`config.mk`:
```
export PLATFORM = sky130hd
export DESIGN_NAME = lzc_norm_pipe
export DESIGN_NICKNAME = d
export VERILOG_FILES = /design/src/rtl/fpu_norm_pkg.sv /design/src/rtl/lzc_tree.sv /design/src/rtl/lzc_norm_pipe.sv
export SDC_FILE = /design/constraint.sdc
export NUM_CORES = 1
export LEC_CHECK = 0
export ABC_CLOCK_PERIOD_IN_PS = 2270
export CAP_MARGIN = 20
export CORE_UTILIZATION = 53
export CTS_BUF_LIST = sky130_fd_sc_hd__clkbuf_16
export CTS_CLUSTER_SIZE = 28
export DETAILED_ROUTE_END_ITERATION = 10
export PLACE_DENSITY = 0.83
export REMOVE_ABC_BUFFERS = 1
export SETUP_SLACK_MARGIN = 0.05
export SYNTH_ARGS = -nofsm -noshare
export SYNTH_HDL_FRONTEND = slang
export SYNTH_SLANG_ARGS = --single-unit
```
`constraint.sdc`:
```
create_clock -name clk -period 2.27 [get_ports clk]
set_clock_uncertainty 0.1 [all_clocks]
set_input_delay 0.227 -clock clk [delete_from_list [all_inputs] [get_ports clk]]
set_output_delay 0.227 -clock clk [all_outputs]
set_load 0.005 [all_outputs]
```
`src/rtl/fpu_norm_pkg.sv`:
```
// +----------------------------------------------------------------------------+
// | fpu_norm_pkg                                                               |
// | Shared types and width helpers for the FPU normalisation datapath.         |
// | Revision: 1.0                                                              |
// +----------------------------------------------------------------------------+
`default_nettype none

package fpu_norm_pkg;

  typedef enum logic {
    NORM_LZ = 1'b0,
    NORM_LS = 1'b1
  } norm_mode_e;

  // Count width able to hold the value WIDTH itself (all-zero LZ result).
  function automatic int calc_cnt_w(input int width);
    return $clog2(width) + 1;
  endfunction

endpackage

`default_nettype wire

```
`src/rtl/lzc_tree.sv`:
```
// +----------------------------------------------------------------------------+
// | lzc_tree                                                                   |
// | Combinational recursive leading-zero counter built from 4-bit leaves.      |
// | Revision: 1.0                                                              |
// +----------------------------------------------------------------------------+
`default_nettype none

module lzc_tree #(
  parameter int WIDTH = 16
) (
  input  logic [WIDTH-1:0]         data,
  output logic [$clog2(WIDTH)-1:0] count,
  output logic                     all_zero
);

  localparam int CW = $clog2(WIDTH);

  if (WIDTH == 4) begin : g_leaf
    assign all_zero = (data == 4'b0000);
    assign count    = data[3] ? CW'(0) :
                      data[2] ? CW'(1) :
                      data[1] ? CW'(2) : CW'(3);
  end else begin : g_node
    localparam int HALF = WIDTH / 2;

    logic [CW-2:0] w_hi_cnt;
    logic [CW-2:0] w_lo_cnt;
    logic          w_hi_zero;
    logic          w_lo_zero;

    lzc_tree #(.WIDTH(HALF)) u_hi (
      .data     (data[WIDTH-1:HALF]),
      .count    (w_hi_cnt),
      .all_zero (w_hi_zero)
    );

    lzc_tree #(.WIDTH(HALF)) u_lo (
      .data     (data[HALF-1:0]),
      .count    (w_lo_cnt),
      .all_zero (w_lo_zero)
    );

    // An empty upper half contributes HALF zeros plus the lower half's count.
    assign count    = w_hi_zero ? {1'b1, w_lo_cnt} : {1'b0, w_hi_cnt};
    assign all_zero = w_hi_zero & w_lo_zero;
  end

endmodule

`default_nettype wire

```
`src/rtl/lzc_norm_pipe.sv`:
```
// +----------------------------------------------------------------------------+
// | lzc_norm_pipe                                                              |
// | Two-stage leading-zero / leading-sign counter and normaliser, valid/ready. |
// | Revision: 1.0                                                              |
// +----------------------------------------------------------------------------+
`default_nettype none

module lzc_norm_pipe
  import fpu_norm_pkg::*;
#(
  parameter int  WIDTH = 16,
  parameter int  TAG_W = 4,
  localparam int CNT_W = calc_cnt_w(WIDTH)
) (
  input  logic                    clk,
  input  logic                    rst_n,
  input  logic                    in_valid,
  output logic                    in_ready,
  input  logic [WIDTH-1:0]        in_data,
  input  fpu_norm_pkg::norm_mode_e in_mode,
  input  logic [TAG_W-1:0]        in_tag,
  output logic                    out_valid,
  input  logic                    out_ready,
  output logic [WIDTH-1:0]        out_data,
  output logic [CNT_W-1:0]        out_count,
  output logic                    out_zero,
  output logic [TAG_W-1:0]        out_tag
);

  localparam int SHIFT_LVLS = $clog2(WIDTH);

  logic                  r_s1_valid;
  logic [WIDTH-1:0]      r_s1_data;
  logic [CNT_W-1:0]      r_s1_count;
  logic                  r_s1_zero;
  logic [TAG_W-1:0]      r_s1_tag;

  logic                  r_s2_valid;
  logic [WIDTH-1:0]      r_s2_data;
  logic [CNT_W-1:0]      r_s2_count;
  logic                  r_s2_zero;
  logic [TAG_W-1:0]      r_s2_tag;

  logic                  w_s1_load;
  logic                  w_s2_load;
  logic [WIDTH-2:0]      w_flip;
  logic [WIDTH-1:0]      w_tree_in;
  logic [CNT_W-2:0]      w_tree_cnt;
  logic                  w_tree_zero;
  logic [CNT_W-1:0]      w_count;
  logic [WIDTH-1:0]      w_shift [0:SHIFT_LVLS];

  assign w_s2_load = ~r_s2_valid | out_ready;
  assign w_s1_load = ~r_s1_valid | w_s2_load;
  assign in_ready  = w_s1_load;

  // Sign-count reduces to a zero-count of (x ^ sign) past the MSB; the padded
  // 1 caps the result at WIDTH-1 for all-zero and all-one operands.
  assign w_flip    = in_data[WIDTH-2:0] ^ {(WIDTH-1){in_data[WIDTH-1]}};
  assign w_tree_in = (in_mode == NORM_LS) ? {w_flip, 1'b1} : in_data;

  lzc_tree #(.WIDTH(WIDTH)) u_lzc (
    .data     (w_tree_in),
    .count    (w_tree_cnt),
    .all_zero (w_tree_zero)
  );

  assign w_count = w_tree_zero ? CNT_W'(WIDTH) : {1'b0, w_tree_cnt};

  // Count of WIDTH only occurs for a zero operand, so the low bits suffice.
  assign w_shift[0] = r_s1_data;
  for (genvar i = 0; i < SHIFT_LVLS; i++) begin : g_shift
    assign w_shift[i+1] = r_s1_count[i] ? (w_shift[i] << (1 << i)) : w_shift[i];
  end

  always_ff @(posedge clk or negedge rst_n) begin
    if (!rst_n) begin
      r_s1_valid <= 1'b0;
      r_s1_data  <= '0;
      r_s1_count <= '0;
      r_s1_zero  <= 1'b0;
      r_s1_tag   <= '0;
      r_s2_valid <= 1'b0;
      r_s2_data  <= '0;
      r_s2_count <= '0;
      r_s2_zero  <= 1'b0;
      r_s2_tag   <= '0;
    end else begin
      if (w_s1_load) begin
        r_s1_valid <= in_valid;
        if (in_valid) begin
          r_s1_data  <= in_data;
          r_s1_count <= w_count;
          r_s1_zero  <= (in_data == '0);
          r_s1_tag   <= in_tag;
        end
      end
      if (w_s2_load) begin
        r_s2_valid <= r_s1_valid;
        if (r_s1_valid) begin
          r_s2_data  <= w_shift[SHIFT_LVLS];
          r_s2_count <= r_s1_count;
          r_s2_zero  <= r_s1_zero;
          r_s2_tag   <= r_s1_tag;
        end
      end
    end
  end

  assign out_valid = r_s2_valid;
  assign out_data  = r_s2_data;
  assign out_count = r_s2_count;
  assign out_zero  = r_s2_zero;
  assign out_tag   = r_s2_tag;

endmodule

`default_nettype wire

```
# Word-level counts from Yosys, hierarchy flattened
# Index checks and enable logic that the tools add are counted.
[totals] ff_bits=54 in_bits=25 out_inout_bits=28
[op_classes] mux=21 bitwise=8 reduce_logical=7
[ops] op="two-way mux 16 bit" count=5
[ops] op="zero test 16 bit" count=1
[ops] op="zero test 4 bit" count=4
[ops] op="two-way mux 2 bit" count=8
[ops] op="XOR 15 bit" count=1
[ops] op="two-way mux 3 bit" count=2
[ops] op="two-way mux 5 bit" count=1
[ops] op="two-way mux 1 bit" count=4
[ops] op="two-way mux 4 bit" count=1
[ops] op="AND reduction 2 bit" count=2
[ops] op="bitwise AND 1 bit" count=3
[ops] op="NOT 1 bit" count=2
[ops] op="bitwise OR 1 bit" count=2

# Logic depth before layout (Yosys ltp)
# Gate-level depths: netlist of the first run.
[logic_depth] ltp_word=8 mapped_depth=8 ltp_nobuf=7

# Hierarchy
# From an unflattened synthesis of the first run, not the netlist that was laid out.
[unflattened] hier_cells=316 hier_area_um2=3186.8
[modules_own_cells] module="lzc_norm_pipe" instances=1 cells_per_inst=287 area_each_um2=2962.8 seq_area_each_um2=1351.3
[modules_own_cells] module="lzc_tree (u_lzc.g_node.u_hi.g_node.u_hi ...)" instances=4 cells_per_inst=4 area_each_um2=25.0 seq_area_each_um2=0.0
[modules_own_cells] module="lzc_tree (u_lzc.g_node.u_hi ...)" instances=2 cells_per_inst=4 area_each_um2=37.5 seq_area_each_um2=0.0
[modules_own_cells] module="lzc_tree (u_lzc)" instances=1 cells_per_inst=5 area_each_um2=48.8 seq_area_each_um2=0.0

# Worst setup path after synthesis of the first run
# OpenSTA, ideal clock, no wires.
[synth_path] kind="in2reg" startpoint="input in_data[15]" endpoint="register r_s1_count[0]" t_arrival_ns=1.949 t_required_ns=2.090 slack_ns=0.141 stages=8 path_buffers=1 cell_sequence="buf_4 > inv_1 > ha_1 > and4b_1 > a221oi_1 > or2_1 > or4_4 > o211ai_2"
[synth_between] elab_chain_len=8 word_cells_on_any_way=25 classes_between="mux: 17; bitwise: 4; reduce/logical: 4"
[synth_lines] item="start, declared" line="lzc_norm_pipe.sv:19" rtl="input logic [WIDTH-1:0] in_data,"
[synth_lines] item="XOR 15 bit" line="lzc_norm_pipe.sv:59" rtl="assign w_flip = in_data[WIDTH-2:0] ^ {(WIDTH-1){in_data[WIDTH-1]}};"
[synth_lines] item="two-way mux 16 bit (*)" line="lzc_norm_pipe.sv:60" rtl="assign w_tree_in = (in_mode == NORM_LS) ? {w_flip, 1'b1} : in_data;"
[synth_lines] item="two-way mux 1 bit" line="lzc_tree.sv:22" rtl="data[1] ? CW'(2) : CW'(3);"
[synth_lines] item="two-way mux 2 bit" line="lzc_tree.sv:21" rtl="data[2] ? CW'(1) :"
[synth_lines] item="two-way mux 2 bit" line="lzc_tree.sv:20" rtl="assign count = data[3] ? CW'(0) :"
[synth_lines] item="two-way mux 3 bit" line="lzc_tree.sv:44" rtl="assign count = w_hi_zero ? {1'b1, w_lo_cnt} : {1'b0, w_hi_cnt};"
[synth_lines] item="two-way mux 4 bit" line="lzc_tree.sv:44"
[synth_lines] item="two-way mux 5 bit (*)" line="lzc_norm_pipe.sv:68" rtl="assign w_count = w_tree_zero ? CNT_W'(WIDTH) : {1'b0, w_tree_cnt};"
[synth_lines] item="end signal, assigned" line="lzc_norm_pipe.sv:93" rtl="r_s1_count <= w_count;"
[synth_lines] item="end, declared" line="lzc_norm_pipe.sv:34" rtl="logic [CNT_W-1:0] r_s1_count;"
# Mark *: on every way between the ends. The rest lies on a longest branch, timed or not.
# A chain may end at the register's enable or synchronous reset.

# Worst setup path in the final report of the first run
[layout_path] startpoint="input in_data[14]" endpoint="register r_s1_count[1]"
[layout_between] elab_chain_len=6 word_cells_on_any_way=10 classes_between="mux: 6; bitwise: 3; reduce/logical: 1"
[layout_lines] item="XOR 15 bit or two-way mux 16 bit (tied branches)" line="lzc_norm_pipe.sv:59, lzc_norm_pipe.sv:60"
[layout_lines] item="two-way mux 16 bit (*)" line="lzc_norm_pipe.sv:60"
[layout_lines] item="zero test 4 bit or two-way mux 2 bit (tied branches)" line="lzc_tree.sv:19, lzc_tree.sv:20"
[layout_lines] item="two-way mux 3 bit or bitwise AND 1 bit (tied branches)" line="lzc_tree.sv:44, lzc_tree.sv:45"
[layout_lines] item="two-way mux 4 bit or bitwise AND 1 bit (tied branches)" line="lzc_tree.sv:44, lzc_tree.sv:45"
[layout_lines] item="two-way mux 5 bit (*)" line="lzc_norm_pipe.sv:68"
# Marks and branches as above.

==> results of run 1 <==
## flip-flops by register name, summed over array words and instances (netlist names)
name        cells
out_data       16
r_s1_data      16
out_count       5
r_s1_count      5
out_tag         4
r_s1_tag        4
out_valid       1
out_zero        1
r_s1_valid      1
r_s1_zero       1
## through the flow
step | TNS [ns] | utilization | total power, mW | instances | hold slack [ns]
2_1_floorplan | 0 | - | 1.72 | 284 | -0.169
3_3_place_gp | -0.474 | 0.679 | 2.17 | 434 | 0.275
3_5_place_dp | -0.572 | 0.679 | 2.21 | 434 | 0.284
4_1_cts | 0 | 0.711 | 3.08 | 443 | 0.371
5_1_grt | 0 | 0.713 | 3.22 | 443 | 0.399
6_report | 0 | 0.713 | 3.07 | 443 | 0.369
## worst min-delay path: stages, from the launching register on
cell and delay [ns]:
dfrtp_1 0.34, nand2_1 0.05, nand2_1 0.05
## final timing paths
path / end / startpoint / cells after the start
max in group asynchronous: r_s1_data[4] / rst_n / 3
max reg2reg: out_data[10] / r_s1_count[0] / 6
max: r_s1_count[1] / in_data[14] / 8
min in group asynchronous: out_data[5] / rst_n / 3
min reg2reg: out_tag[3] / r_s1_tag[3] / 2
min: out_tag[3] / r_s1_tag[3] / 2
## layer usage
layer,wire [um],track usage,up-vias,part of all wire
li1,-,-,1233,-
met1,2980,0.323,1233,0.43
met2,3540,0.418,79,0.52
met3,252,0.0365,9,0.037
met4,97,0.104,0,0.014
met5,0,0,-,0
## cell families after synthesis
logic type	after synthesis	share of synthesized area
AND/OR/NAND/NOR	117	0.186
adder cells (fa/ha/maj)	1	0.00414
flip-flops	54	0.447
AO/OA/AOI/OAI	58	0.133
buffers and inverters	24	0.0352
multiplexers	48	0.194
## synthesized netlist by cell type (all sizes together), types with 2 or more instances
master	count	area [um^2]
mux2	14	158
and4	5	43.8
nor4	2	12.5
nand3	3	15.0
or4	2	18.8
nor2	16	60.1
nor2b	3	18.8
nand2b	11	68.8
buf	10	53.8
o221ai	5	43.8
o21ai	18	90.1
o211ai	3	32.5
mux2i	27	270
nand2	57	214
nor3	10	50.1
a211o	2	17.5
mux4	7	158
a21oi	7	35.0
a22o	6	52.6
clkbuf	8	30.0
o311ai	2	17.5
o21a	4	30.0
a211oi	4	30.0
or2	2	15.0
dfrtp	54	1350
inv	6	22.5
## power breakdown
group,total (mW),internal (mW),switching (mW)
sequential,1.27,1.14,0.136
combinational,0.926,0.539,0.387
clock,0.871,0.522,0.348
total,3.07,2.20,0.871
## what timing repair did
item,CTS,global route
endpoints found under the hold margin,54,0
hold buffers,1,0
gates resized for setup,0,1
setup endpoints to repair,0,2
## final cells by class
class / instances / area share
Clock buffer: 5 / 0.0318
Inverter: 6 / 0.00573
Multi-Input combinational cell: 224 / 0.401
Timing Repair Buffer: 79 / 0.183
Tap cell: 72 / 0.0229
Sequential cell: 54 / 0.344
Clock inverter: 3 / 0.0111
==> out/results.ini, run 1 <==
[power]
power_density_nw_per_um2=781
total_leakage_power_nw=1.69
ir_worst_vdd_uv=396

[timing]
max_freq_mhz=473
setup_viol=0
min_period_over_period=0.932
relSlewSlack=0.564
layout_min_cycle_time_ns=2.12
layout_setup_ws_ns=0.154
tightest_slew_ns=0.655
rsz0062_at_grt=no
slew_viol_final=0
hold_viol=0

[flow_run]
maxCapViolations=0

[worst_setup_path]
worstSetupEndpointType=flop
crit_fanout=3
slowest_stage=or4_4
cp_cell_sequence=clkdlybuf4s50_1 -> inv_1 -> ha_4 -> and4b_1 -> a221oi_1 -> or2_1 -> or4_4 -> o211ai_2
arrival_ns=2.24
reg2reg_slack_ns=0.23
cp.required_ns=2.39
cp_num_buf_inv=2
critical_path_class=in2reg
start_kind=input pin
cp_top_family=simple AND/OR/NAND/NOR gates
max_stage_delay_ns=0.51

[floorplanning]
die_y_um=77.5
num_rows=27
start_util=0.549
die_x_um=77.5
dieArea_um2=6000
io_pins=53
core_um2=5510

[clock_tree]
clockBufferDepth=2
cts_buffers=5
tritoncts=yes
cts.clk_slew.worst_paths_ns=0.07
cts_htree_levels=2
insertion_delay_ns=0.30
cts.sinks=54
post_cts_buffers=0
root_buffer=clkbuf_16

[global_routing]
grt_overflow=0
antenna_found_initial=0
grt_max_degree=55
track_usage=0.249
grt_first_pass_wirelength_um=11700
first_global_vias=2440

[layout]
regArea_um2=1350
fin_area_um2=3930
final_cell_mix=57 x nand2_1, 54 x dfrtp_1, 51 x clkdlybuf4s50_1
final_common_cell=nand2_1
multi_input_area_um2=1580
num_antenna_cells=0
syn_to_final_growth_pct=30.1
final_net_count=396
layout-drive-gt1-share=0.167
fill_cells=389

[logic_synthesis]
yosys_most_used_dff=dfrtp_1
async_flop_share=1.00
synth_cells=302
ys_ff_latch=54
synth_warnings=0
syn_area_um2=3020
synth_cell_type_count=46
synth-edff-count=0
syn-mean-instance-area_um2=10.0
seq_area_frac_synth=0.447

[placed_design]
postPlaceCellArea_um2=3740
pre_cts_slack_ns=-0.222
hpwl_um=5040
gp_congestion=0.852
portBuffers=52

[routing]
first_iter_violations=199
via_count=2554
ant_nets=0
dr.pass1.iters=4
viasPerCell=5.77
wl_per_cell_um=15.5
wirelength_um=6870
route.detailed.drc=0

[run_status]
status=finished, final reports clean

[worst_hold_path]
min_path_type=reg2reg

No activity file was read; power rests on OpenSTA's default activity.
==> run 2: changes to the inputs <==
--- a/config.mk
+++ b/config.mk
@@ -7,11 +7,11 @@
 export LEC_CHECK = 0
 export ABC_CLOCK_PERIOD_IN_PS = 2270
 export CAP_MARGIN = 20
-export CORE_UTILIZATION = 53
+export CORE_UTILIZATION = 30
 export CTS_BUF_LIST = sky130_fd_sc_hd__clkbuf_16
 export CTS_CLUSTER_SIZE = 28
 export DETAILED_ROUTE_END_ITERATION = 10
-export PLACE_DENSITY = 0.83
+export PLACE_DENSITY = 0.53
 export REMOVE_ABC_BUFFERS = 1
 export SETUP_SLACK_MARGIN = 0.05
 export SYNTH_ARGS = -nofsm -noshare
==> out/results.ini, run 2 (synthesis results as in run 1) <==
[global_routing]
grt_first_pass_wirelength_um=11900
antenna_found_initial=0
grt_overflow=0
track_usage=0.146
grt_max_degree=31
first_global_vias=2400

[layout]
final_net_count=400
num_antenna_cells=0
final_cell_mix=57 x nand2_1, 54 x dfrtp_1, 51 x clkdlybuf4s50_1
layout-drive-gt1-share=0.173
syn_to_final_growth_pct=33.3
fin_area_um2=4030
final_common_cell=nand2_1

[routing]
via_count=2487
wl_per_cell_um=13.8
route.detailed.drc=0
first_iter_violations=76
wirelength_um=7020
viasPerCell=4.90
ant_nets=0
dr.pass1.iters=4

[clock_tree]
tritoncts=yes
cts_buffers=5
post_cts_buffers=0
insertion_delay_ns=0.29
cts.clk_slew.worst_paths_ns=0.07
cts.sinks=54
root_buffer=clkbuf_16
clockBufferDepth=2
cts_htree_levels=2

[floorplanning]
die_y_um=102
start_util=0.309
die_x_um=102
dieArea_um2=10500
io_pins=53
num_rows=36
core_um2=9770

[power]
power_density_nw_per_um2=731
ir_worst_vdd_uv=325
total_leakage_power_nw=1.70

[worst_setup_path]
start_kind=input pin
critical_path_class=in2reg
cp.required_ns=2.39
crit_fanout=3
cp_cell_sequence=clkdlybuf4s50_1 -> inv_1 -> ha_4 -> and4b_1 -> a221oi_1 -> or2_1 -> or4_4 -> o211ai_2
slowest_stage=or4_4
arrival_ns=2.24
max_stage_delay_ns=0.51
worstSetupEndpointType=flop

[flow_run]
maxCapViolations=0

[timing]
tightest_slew_ns=0.574
slew_viol_final=0
layout_min_cycle_time_ns=2.12
hold_slack_ns=0.366
relSlewSlack=0.617
max_freq_mhz=472
rsz0062_at_grt=no
setup_viol=0
hold_viol=0
min_period_over_period=0.933

[placed_design]
portBuffers=52
hpwl_um=5520
gp_congestion=0.832
postPlaceCellArea_um2=3860

[run_status]
status=finished, final reports clean

[worst_hold_path]
min_path_type=in2async

run 2: cell count changes in the layout (fill, tap and decap cells not counted):
cell	delta
buf_12	+1
buf_4	+3
bufinv_16	-1
clkinv_1	+1
clkinv_2	-1
clkinv_4	+2
inv_6	-1
run 2: final cells by class:
cell class	count	area [um^2]
clock buffers	5	125
clock inverters	3	21.3
fillers	994	5750
inverters	6	22.5
multi-input cells	224	1580
flip-flops and latches	54	1350
well taps	133	166
repair buffers	83	763
run 2: repair_timing:
item	in CTS	in global routing
endpoints found under the hold margin	24	0
gates resized for setup	0	1
hold buffers	1	0
setup endpoints to repair	0	2
run 2: per-layer routing:
layer / up-vias / GRT usage / wire [um]
met4: 0 / 0.0516 / 101
li1: 1232 / - / -
met1: 1194 / 0.208 / 3580
met5: - / 0 / 0
met2: 53 / 0.223 / 3140
met3: 8 / 0.0239 / 208
run 2: where the power goes:
group | total, mW | switching, mW | internal [mW]
registers | 1.27 | 0.133 | 1.14
clock network | 0.744 | 0.336 | 0.409
logic | 0.931 | 0.385 | 0.546
total | 2.94 | 0.854 | 2.09
run 2: worst paths after layout:
check                           cells after the start     startpoint  slack, ns             to
worst min register to register                      2    r_s1_tag[1]       0.37     out_tag[1]
worst max register to register                      6  r_s1_count[0]       0.30   out_data[10]
max in group asynchronous                           3          rst_n       1.15       out_zero
min in group clk                                    2    r_s1_tag[1]       0.37     out_tag[1]
worst min-delay path                                2          rst_n       0.37    out_data[3]
worst max-delay path                                8    in_data[14]       0.15  r_s1_count[0]
run 2: critical path, delay by kind of cell:
kind	cells	cell delay, ns
AO/OA/AOI/OAI	2	0.22
adder cells (fa/ha/maj)	1	0.25
AND/OR/NAND/NOR	3	0.98
buffers and inverters	2	0.56
run 2: metrics by stage:
stage,instances,total power [mW],setup slack (ns),setup TNS [ns],utilization
final,508,2.94,0.152,0,0.412
after floorplan,284,1.72,0.143,0,-
after global routing,508,3.14,0.0884,0,0.412
after CTS,508,2.99,0.0792,0,0.411
after detailed placement,499,2.23,-0.229,-0.593,0.395
after global placement,499,2.21,-0.182,-0.450,0.395
==> run 3: changes to the inputs <==
--- a/config.mk
+++ b/config.mk
@@ -7,6 +7,7 @@
 export LEC_CHECK = 0
 export ABC_CLOCK_PERIOD_IN_PS = 2270
 export CAP_MARGIN = 20
+export CORE_ASPECT_RATIO = 1.2
 export CORE_UTILIZATION = 30
 export CTS_BUF_LIST = sky130_fd_sc_hd__clkbuf_16
 export CTS_CLUSTER_SIZE = 28
==> out/results.ini, run 3 (synthesis results as in run 1) <==
[routing]
route.detailed.drc=0
dr.pass1.iters=4
first_iter_violations=104
via_count=2454
viasPerCell=4.96
wl_per_cell_um=14.3
ant_nets=0
wirelength_um=7070

[floorplanning]
num_rows=39
die_x_um=93.6
start_util=0.313
die_y_um=112
io_pins=53
core_um2=9660
dieArea_um2=10500

[timing]
slew_viol_final=0
layout_setup_ws_ns=0.135
layout_min_cycle_time_ns=2.14
relSlewSlack=0.596
tightest_slew_ns=0.606
setup_viol=0
max_freq_mhz=468
hold_slack_ns=0.305
rsz0062_at_grt=no
hold_viol=0
min_period_over_period=0.941
fin_tns_setup_ns=0

[clock_tree]
cts.sinks=54
cts.clk_slew.worst_paths_ns=0.07
tritoncts=yes
insertion_delay_ns=0.29
clockBufferDepth=2
cts_buffers=5
root_buffer=clkbuf_16
cts_htree_levels=2

[layout]
fin_area_um2=3980
final_core_util=0.412
num_antenna_cells=0
syn_to_final_growth_pct=31.9
fill_cells=978
final_net_count=397
final_common_cell=nand2_1
final_cell_mix=57 x nand2_1, 54 x dfrtp_1, 51 x clkdlybuf4s50_1
layout-drive-gt1-share=0.175
instances_no_fill=495

[worst_setup_path]
start_kind=input pin
r2r-end=out_data[8]
crit-reg2reg-launch=r_s1_count[0]
cp.required_ns=2.39
cp_cell_sequence=clkdlybuf4s50_1 -> inv_2 -> ha_4 -> and4b_1 -> a221oi_1 -> or2_1 -> or4_4 -> o211ai_2
startpoint=in_data[14]
reg2reg_depth=6
worstSetupEndpointType=flop
crit_path_end=r_s1_count[1]
arrival_ns=2.25
slowest_stage=or4_4
reg2reg_slack_ns=0.28
crit_fanout=3
critical_path_class=in2reg
max_stage_delay_ns=0.51

[placed_design]
pre_cts_slack_ns=-0.240
gp_congestion=0.809
portBuffers=52
hpwl_um=5540
postPlaceCellArea_um2=3810
place_inst=486

[global_routing]
antenna_found_initial=0
grt_overflow=0
first_global_vias=2414
track_usage=0.145
grt_max_degree=21
grt_first_pass_wirelength_um=12000

[worst_hold_path]
min_path_type=in2async

[power]
power_density_nw_per_um2=749
total_leakage_power_nw=1.68
power_mw=2.98
ir_worst_vdd_uv=303

[flow_run]
maxCapViolations=0

[run_status]
status=finished, final reports clean

[run 3: worst max-delay path, delay by kind of cell]
family	cells	cell delay, ns
AO/OA/AOI/OAI	2	0.23
adder cells (fa/ha/maj)	1	0.24
buffers and inverters	2	0.55
AND/OR/NAND/NOR	3	1.01
[run 3: power breakdown]
part | total (mW) | internal, mW | switching, mW
Combinational | 0.922 | 0.545 | 0.377
Clock | 0.788 | 0.420 | 0.368
Sequential | 1.27 | 1.13 | 0.138
Total | 2.98 | 2.10 | 0.883
[run 3: worst min-delay path by stage]
stage                from             to  slack, ns  cells past startpoint
floorplan           rst_n   out_count[0]      -0.17                      0
global placement    rst_n  r_s1_data[14]       0.10                      1
detailed placement  rst_n  r_s1_data[14]       0.10                      1
CTS                 rst_n  r_s1_count[3]       0.32                      2
global route        rst_n  r_s1_count[3]       0.35                      2
finish              rst_n  r_s1_count[3]       0.31                      2
[run 3: final cells by class]
class	count	area, um^2	area share
clock inverters	3	26.3	0.00660
flip-flops and latches	54	1350	0.339
inverters	6	22.5	0.00566
multi-input cells	224	1580	0.396
well taps	123	154	0.0386
repair buffers	80	728	0.183
clock buffers	5	125	0.0314
[run 3: what timing repair did]
item	CTS	global route
setup buffers	0	0
hold endpoints to repair	18	0
resized for setup	0	3
hold buffers	1	0
endpoints found under the setup margin	0	2
[run 3: layer usage]
layer,vias to the layer above,wire length [um],GRT usage,part of all wire
met5,-,0,0,0
met4,0,146,0.0523,0.021
met3,8,273,0.0239,0.039
met2,62,3470,0.238,0.49
met1,1161,3170,0.190,0.45
li1,1223,-,-,-
